<file path="config.mk">
export PLATFORM = sky130hd
export DESIGN_NAME = pc_predictor
export DESIGN_NICKNAME = d
export VERILOG_FILES = /design/src/rtl/pc_pkg.sv /design/src/rtl/btb_array.sv /design/src/rtl/pc_predictor.sv
export SDC_FILE = /design/constraint.sdc
export NUM_CORES = 2
export LEC_CHECK = 0
export ABC_AREA = 0
export BUFFER_PORTS_ARGS = -buffer_cell sky130_fd_sc_hd__buf_2
export CORE_AREA = 5 5 322 324
export DETAILED_ROUTE_END_ITERATION = 8
export DIE_AREA = 0 0 327 329
export MAX_ROUTING_LAYER = met4
export PLACE_DENSITY = 0.75
export SYNTH_ARGS = -nofsm -noshare
export SYNTH_HDL_FRONTEND = slang
export SYNTH_SLANG_ARGS = --single-unit
</file>
<file path="constraint.sdc">
create_clock -name clock -period 5.2 [get_ports clock]
set_input_delay 1.04 -clock clock [delete_from_list [all_inputs] [get_ports clock]]
set_output_delay 1.04 -clock clock [all_outputs]
set_load 0.02 [all_outputs]
</file>
<file path="src/rtl/pc_pkg.sv">
// -----------------------------------------------------------------------------
// pc_pkg
// Shared types and helpers for the fetch-PC predictor:
//   ctr_t          : 2-bit saturating direction counter encoding
//   sat_ctr_update : one saturating step of a counter toward the resolved
//                    branch direction
// -----------------------------------------------------------------------------
package pc_pkg;

  // Strongly/weakly not-taken, weakly/strongly taken. Bit 1 is the prediction.
  typedef enum logic [1:0] {
    SNT = 2'b00,
    WNT = 2'b01,
    WT  = 2'b10,
    ST  = 2'b11
  } ctr_t;

  // Move the counter one step toward the resolved direction, sticking at the
  // ends instead of wrapping.
  function automatic ctr_t sat_ctr_update(input ctr_t ctr, input logic taken);
    ctr_t nxt;
    nxt = ctr;
    if (taken) begin
      if (ctr != ST) nxt = ctr_t'(ctr + 2'd1);
    end else begin
      if (ctr != SNT) nxt = ctr_t'(ctr - 2'd1);
    end
    return nxt;
  endfunction

endpackage

</file>
<file path="src/rtl/btb_array.sv">
// -----------------------------------------------------------------------------
// btb_array
// Direct-mapped branch target buffer storage.
//   clock, reset_n        : clock, asynchronous active-low clear of all entries
//   fetch_idx -> fetch_*  : async read port used by the IF lookup
//   ex_idx    -> ex_*     : async read port used to fetch the current counter
//                           of the entry being updated from EX
//   wr_en, wr_idx, wr_*   : single synchronous write port (full entry write)
// Reads return the pre-write contents; a write lands at the clock edge.
// -----------------------------------------------------------------------------
module btb_array
  import pc_pkg::*;
#(
  parameter int BTB_ENTRIES = 16,
  parameter int PC_W        = 32,
  localparam int IDX_W      = $clog2(BTB_ENTRIES),
  localparam int TAG_W      = PC_W - IDX_W - 2
) (
  input  logic             clock,
  input  logic             reset_n,
  // IF lookup port
  input  logic [IDX_W-1:0] fetch_idx,
  output logic             fetch_valid,
  output logic [TAG_W-1:0] fetch_tag,
  output logic [PC_W-1:0]  fetch_target,
  output ctr_t             fetch_ctr,
  // EX counter read port
  input  logic [IDX_W-1:0] ex_idx,
  output logic             ex_valid,
  output logic [TAG_W-1:0] ex_tag,
  output ctr_t             ex_ctr,
  // write port
  input  logic             wr_en,
  input  logic [IDX_W-1:0] wr_idx,
  input  logic [TAG_W-1:0] wr_tag,
  input  logic [PC_W-1:0]  wr_target,
  input  ctr_t             wr_ctr
);

  typedef struct packed {
    logic             valid;
    logic [TAG_W-1:0] tag;
    logic [PC_W-1:0]  target;
    ctr_t             ctr;
  } btb_entry_t;

  btb_entry_t mem [BTB_ENTRIES];
  btb_entry_t fetch_entry;
  btb_entry_t ex_entry;

  // NOTE: the whole table is built from flops rather than a RAM macro because a
  // reset must invalidate every entry in one step; a RAM cannot be cleared
  // asynchronously. Non-blocking assignments keep same-edge readers on old data.
  always_ff @(posedge clock or negedge reset_n) begin
    if (!reset_n) begin
      for (int i = 0; i < BTB_ENTRIES; i++) begin
        mem[i] <= '{valid: 1'b0, tag: '0, target: '0, ctr: WNT};
      end
    end else if (wr_en) begin
      mem[wr_idx] <= '{valid: 1'b1, tag: wr_tag, target: wr_target, ctr: wr_ctr};
    end
  end

  assign fetch_entry  = mem[fetch_idx];
  assign ex_entry     = mem[ex_idx];

  assign fetch_valid  = fetch_entry.valid;
  assign fetch_tag    = fetch_entry.tag;
  assign fetch_target = fetch_entry.target;
  assign fetch_ctr    = fetch_entry.ctr;

  assign ex_valid     = ex_entry.valid;
  assign ex_tag       = ex_entry.tag;
  assign ex_ctr       = ex_entry.ctr;

endmodule

</file>
<file path="src/rtl/pc_predictor.sv">
// -----------------------------------------------------------------------------
// pc_predictor
// Fetch-PC generator for the 5-stage pipeline: PC register, BTB-based next-PC
// prediction in IF, misprediction repair from EX, and saturating statistics.
//   clock, reset_n         : clock, asynchronous active-low reset
//   pc_write               : advance the PC (0 = load-use stall)
//   fetch_pc               : current fetch PC
//   pred_taken/pred_target : same-cycle prediction for fetch_pc
//   ex_*                   : resolved control-flow info from EX, including the
//                            prediction that travelled with the instruction
//   redirect               : combinational mispredict / IF-ID flush
//   branch_count           : resolved branches and jumps (saturating)
//   mispredict_count       : redirects issued (saturating)
// -----------------------------------------------------------------------------
module pc_predictor
  import pc_pkg::*;
#(
  parameter int              XLEN        = 64,
  parameter int              PC_W        = 32,
  parameter int              BTB_ENTRIES = 16,
  parameter logic [PC_W-1:0] RESET_PC    = '0,
  parameter int              STAT_W      = 32
) (
  input  logic              clock,
  input  logic              reset_n,
  input  logic              pc_write,
  output logic [PC_W-1:0]   fetch_pc,
  output logic              pred_taken,
  output logic [PC_W-1:0]   pred_target,
  input  logic              ex_valid,
  input  logic [PC_W-1:0]   ex_pc,
  input  logic              ex_is_branch,
  input  logic              ex_is_jump,
  input  logic              ex_taken,
  input  logic [XLEN-1:0]   ex_target,
  input  logic              ex_pred_taken,
  input  logic [PC_W-1:0]   ex_pred_target,
  output logic              redirect,
  output logic [STAT_W-1:0] branch_count,
  output logic [STAT_W-1:0] mispredict_count
);

  localparam int IDX_W = $clog2(BTB_ENTRIES);
  localparam int TAG_W = PC_W - IDX_W - 2;

  logic             f_valid;
  logic [TAG_W-1:0] f_tag;
  logic [PC_W-1:0]  f_target;
  ctr_t             f_ctr;
  logic             e_valid;
  logic [TAG_W-1:0] e_tag;
  ctr_t             e_ctr;

  logic             f_hit;
  logic             e_hit;
  logic             res;
  logic [PC_W-1:0]  correct_target;
  logic [PC_W-1:0]  correct_pc;
  ctr_t             wr_ctr;

  // Only the low PC_W bits of the EX target address the PC space.
  logic             unused_ex_target;
  assign unused_ex_target = ^ex_target;

  btb_array #(
    .BTB_ENTRIES (BTB_ENTRIES),
    .PC_W        (PC_W)
  ) u_btb (
    .clock        (clock),
    .reset_n      (reset_n),
    .fetch_idx    (fetch_pc[IDX_W+1:2]),
    .fetch_valid  (f_valid),
    .fetch_tag    (f_tag),
    .fetch_target (f_target),
    .fetch_ctr    (f_ctr),
    .ex_idx       (ex_pc[IDX_W+1:2]),
    .ex_valid     (e_valid),
    .ex_tag       (e_tag),
    .ex_ctr       (e_ctr),
    .wr_en        (res),
    .wr_idx       (ex_pc[IDX_W+1:2]),
    .wr_tag       (ex_pc[PC_W-1:IDX_W+2]),
    .wr_target    (correct_target),
    .wr_ctr       (wr_ctr)
  );

  // IF lookup: predict taken only on a tag hit with a taken-leaning counter.
  assign f_hit       = f_valid && (f_tag == fetch_pc[PC_W-1:IDX_W+2]);
  assign pred_taken  = f_hit && (f_ctr inside {WT, ST});
  assign pred_target = pred_taken ? f_target : fetch_pc + PC_W'(4);

  // EX resolution. Non-control-flow instructions never redirect, even when a
  // stale aliased BTB entry made them look predicted-taken.
  assign res            = ex_valid && (ex_is_branch || ex_is_jump);
  assign correct_target = {ex_target[PC_W-1:1], 1'b0};
  assign correct_pc     = ex_taken ? correct_target : ex_pc + PC_W'(4);
  assign redirect       = res && ((ex_taken != ex_pred_taken) ||
                                  (ex_taken && (correct_target != ex_pred_target)));

  // Counter for the entry being written. A branch that misses the BTB starts
  // from WNT, so a not-taken miss allocates as SNT and a taken miss as WT.
  assign e_hit = e_valid && (e_tag == ex_pc[PC_W-1:IDX_W+2]);

  // NOTE: every variable assigned in always_comb gets a default first so no
  // path leaves it unassigned, which would infer a latch.
  always_comb begin
    wr_ctr = ST;
    if (!ex_is_jump) wr_ctr = sat_ctr_update(e_hit ? e_ctr : WNT, ex_taken);
  end

  // A redirect wins over a stall: the wrong-path instruction must be replaced
  // even while the front end is otherwise frozen.
  always_ff @(posedge clock or negedge reset_n) begin
    if (!reset_n) begin
      fetch_pc         <= RESET_PC;
      branch_count     <= '0;
      mispredict_count <= '0;
    end else begin
      if (redirect)      fetch_pc <= correct_pc;
      else if (pc_write) fetch_pc <= pred_target;

      if (res && (branch_count != '1))
        branch_count <= branch_count + STAT_W'(1);
      if (redirect && (mispredict_count != '1))
        mispredict_count <= mispredict_count + STAT_W'(1);
    end
  end

endmodule
</file>
==> flow_metrics.py <==
metrics = {
    "finish": {
        "instances_no_fill": 5946,
        "nNetsFinal": 4674,
        "final_common_cell": "dfrtp_1",
        "drive_gt1_frac": 0.4271,
        "syn_to_final_growth_pct": 17.40,
        "final_util": 0.6366,
        "layout_common_cells": "dfrtp_1 (1037), mux2_2 (726), nand2_1 (445)",
    },
    "logic_synthesis": {
        "synth-main-ff-cell": "dfrtp_1",
        "synth_edf_count": 0,
        "syn_area_per_cell_sq_um": 12.77,
        "syn_area_sq_um": 54700,
        "synth_nets": 4425,
        "yosysSeqAreaShare": 0.4835,
        "synth_cell_types": 80,
        "synthArstFlopShare": 1.000,
        "syn_inst": 4282,
        "ys_seq_elements": 1056,
        "yosys_warnings": 0,
    },
    "floorplan": {
        "die_w_microns": 327,
        "num_rows": 117,
        "floorplan.initialDensity": 0.5423,
        "ioPinCount": 266,
        "die_h_microns": 329,
        "die_area_sq_um": 107600,
        "core_sq_um": 100900,
    },
    "drt": {
        "drt-pass1-iter-count": 8,
        "wl_per_cell_microns": 30.80,
        "drcViolationCount": 0,
        "vias": 40190,
        "ant_nets": 0,
        "drt_iter0_drc": 5011,
        "routed_wirelength_microns": 183100,
        "viasPerCell": 6.760,
    },
    "grt": {
        "antenna_found_initial": 11,
        "grt-ovfl-total": 0,
        "grt_use_total": 0.3486,
        "grt_pass1_wl_microns": 271200,
        "grt_max_degree": 129,
        "first_global_vias": 40270,
    },
    "status": {
        "violations": "negative setup slack",
        "run_status": "complete, but fails checks",
    },
    "job": {
        "cap_violations": 0,
    },
    "sta": {
        "slew_violations": 0,
        "finalSetupViolCount": 33,
        "fmax_ghz": 0.1727,
        "fin_worst_skew_ps": 39.70,
        "rsz0062_at_grt": "true",
        "worstMarginPinSlew_ps": 1240,
        "finalHoldViolations": 0,
        "layout_min_cycle_time_ps": 5790,
        "finalWorstSetupSlack_ps": -589.9,
        "fin_crit_sh": 1.113,
        "slew_headroom": 0.1519,
    },
    "place": {
        "placed_cells": 5695,
        "io_buffers": 232,
        "dp_hpwl_microns": 119300,
        "gp_congestion": 1.031,
    },
    "clock_network": {
        "tritoncts": "done",
        "cts-root-buf": "clkbuf_16",
        "clk_pin_slew_ps": 60,
        "cts.sinks": 1056,
        "cts_max_path_buffers": 3,
        "clock_latency_ps": 730,
        "cts_buffers": 110,
        "holdBufCountCts": 0,
        "htree_levels": 3,
    },
    "pwr": {
        "vdd_ir_drop_max_mv": 0.2931,
        "power_density_nw_per_um2": 448.1,
        "p_leak_nw": 28.24,
    },
    "setup_path": {
        "cp_max_fo": 13,
        "worst_setup_path_end_kind": "output port",
        "cp_data_required_time_ps": 4160,
        "arrival_ps": 4750,
        "criticalPathCategory": "reg2out",
        "startpoint_type": "register",
    },
    "min_path": {
        "worstHoldPathType": "in2async",
    },
}
[through the flow]
step	setup TNS [ps]	instance area, sq um	hold WS, ps	power [mW]	setup slack, ps
2_1_floorplan	0	54700	441.1	16.38	296.7
3_3_place_gp	-626.3	58710	453.4	19.15	-167.7
3_5_place_dp	-852.3	58710	460.2	19.43	-200.1
4_1_cts	-16700	63850	453.6	28.46	-577.8
5_1_grt	-18490	64210	484.2	29.78	-659.2
6_report	-16420	64210	444.0	28.78	-589.9
[routing by layer]
metal	GRT usage	up-vias	routed length, microns
met3	0.1112	534	22930
met5	-	-	0
met2	0.4961	2519	80430
met1	0.4710	20820	70860
li1	-	16320	-
met4	0.1388	0	8916
[power breakdown]
group	internal (mW)	total [mW]	switching (mW)
combinational	4.37	8.76	4.39
clock	5.14	8.64	3.50
sequential	10.1	11.4	1.32
total	19.6	28.8	9.21
[worst paths after layout]
kind                               start               to  slack [ps]  cells after the start
setup / recovery             fetch_pc[2]  pred_target[13]        -590                     16
hold / removal                   reset_n   u_btb.mem[542]         440                      1
setup reg to reg             fetch_pc[2]     fetch_pc[27]         940                     15
hold reg to reg            u_btb.mem[22]    u_btb.mem[22]         480                      2
max in group asynchronous        reset_n      fetch_pc[3]        3440                      2
min in group clock         u_btb.mem[22]    u_btb.mem[22]         480                      2
[final cells by class]
type	count	area [sq um]
clock buffer	148	3085
multi-input combinational	2777	27350
timing repair buffer	546	4611
sequential	1056	26460
fill	7320	36650
tap	1309	1638
inverter	40	152.6
antenna	10	25.02
clock inverter	60	897.1
[cells in the mapped netlist, types with 22 or more instances]
cell type / n / area, sq um
dfrtp_1: 1040 / 26020
mux2_2: 729 / 8209
nand2_1: 448 / 1682
mux4_2: 345 / 7770
clkbuf_1: 309 / 1160
o21ai_0: 232 / 1161
xnor2_1: 150 / 1314
mux2i_1: 129 / 1291
nor2_1: 114 / 427.9
nand3_1: 71 / 355.3
o31ai_1: 46 / 345.3
a21oi_1: 41 / 205.2
nand4_1: 39 / 244.0
buf_2: 38 / 190.2
buf_1: 35 / 131.4
nand2b_1: 33 / 206.5
nor4_1: 33 / 206.5
inv_1: 32 / 120.1
xor2_1: 32 / 280.3
a22oi_1: 30 / 225.2
nor3_1: 26 / 130.1
and3_1: 23 / 143.9
nor3b_1: 22 / 165.2
[kinds of logic (layout without fill, tap and decap cells)]
kind of cell / Yosys count / after routing / share of synthesized area
buffers and inverters: 449 / 794 / 0.03404
xor gates and xnor gates: 182 / 182 / 0.02914
AOI/OAI and AO/OA: 498 / 498 / 0.05799
adders and majority gates: 7 / 7 / 0.001601
muxes: 1210 / 1210 / 0.3191
and+or+nand+nor: 880 / 880 / 0.07464
DFF: 1056 / 1056 / 0.4835
other: 0 / 10 / 0
[sequential cells by signal (all words and copies together), names as in the netlist]
name              cells
fetch_pc             32
branch_count         32
mispredict_count     32
u_btb.mem           960
[timing repair]
action                                  in CTS  in global routing
endpoints found under the setup margin      33                 33
endpoints found under the hold margin        0                  0
cloned                                       6                  1
pin swaps                                   48                 20
setup buffers                               24                  8
resized for setup                          215                 53
[critical path, stage by stage, from the launching register on]
cell and delay [ps]:
dfrtp_4 510, buf_12 170, bufbuf_16 290, buf_4 170
nor2b_1 150, buf_4 160, a22oi_1 460, nand3_1 140
a21oi_1 300, o211ai_1 160, or3_1 420, buf_6 200
buf_4 220, nor4_1 280, buf_4 180, nor2_2 50
buf_6 140
Note: power is estimated with default switching activity, not from simulation.
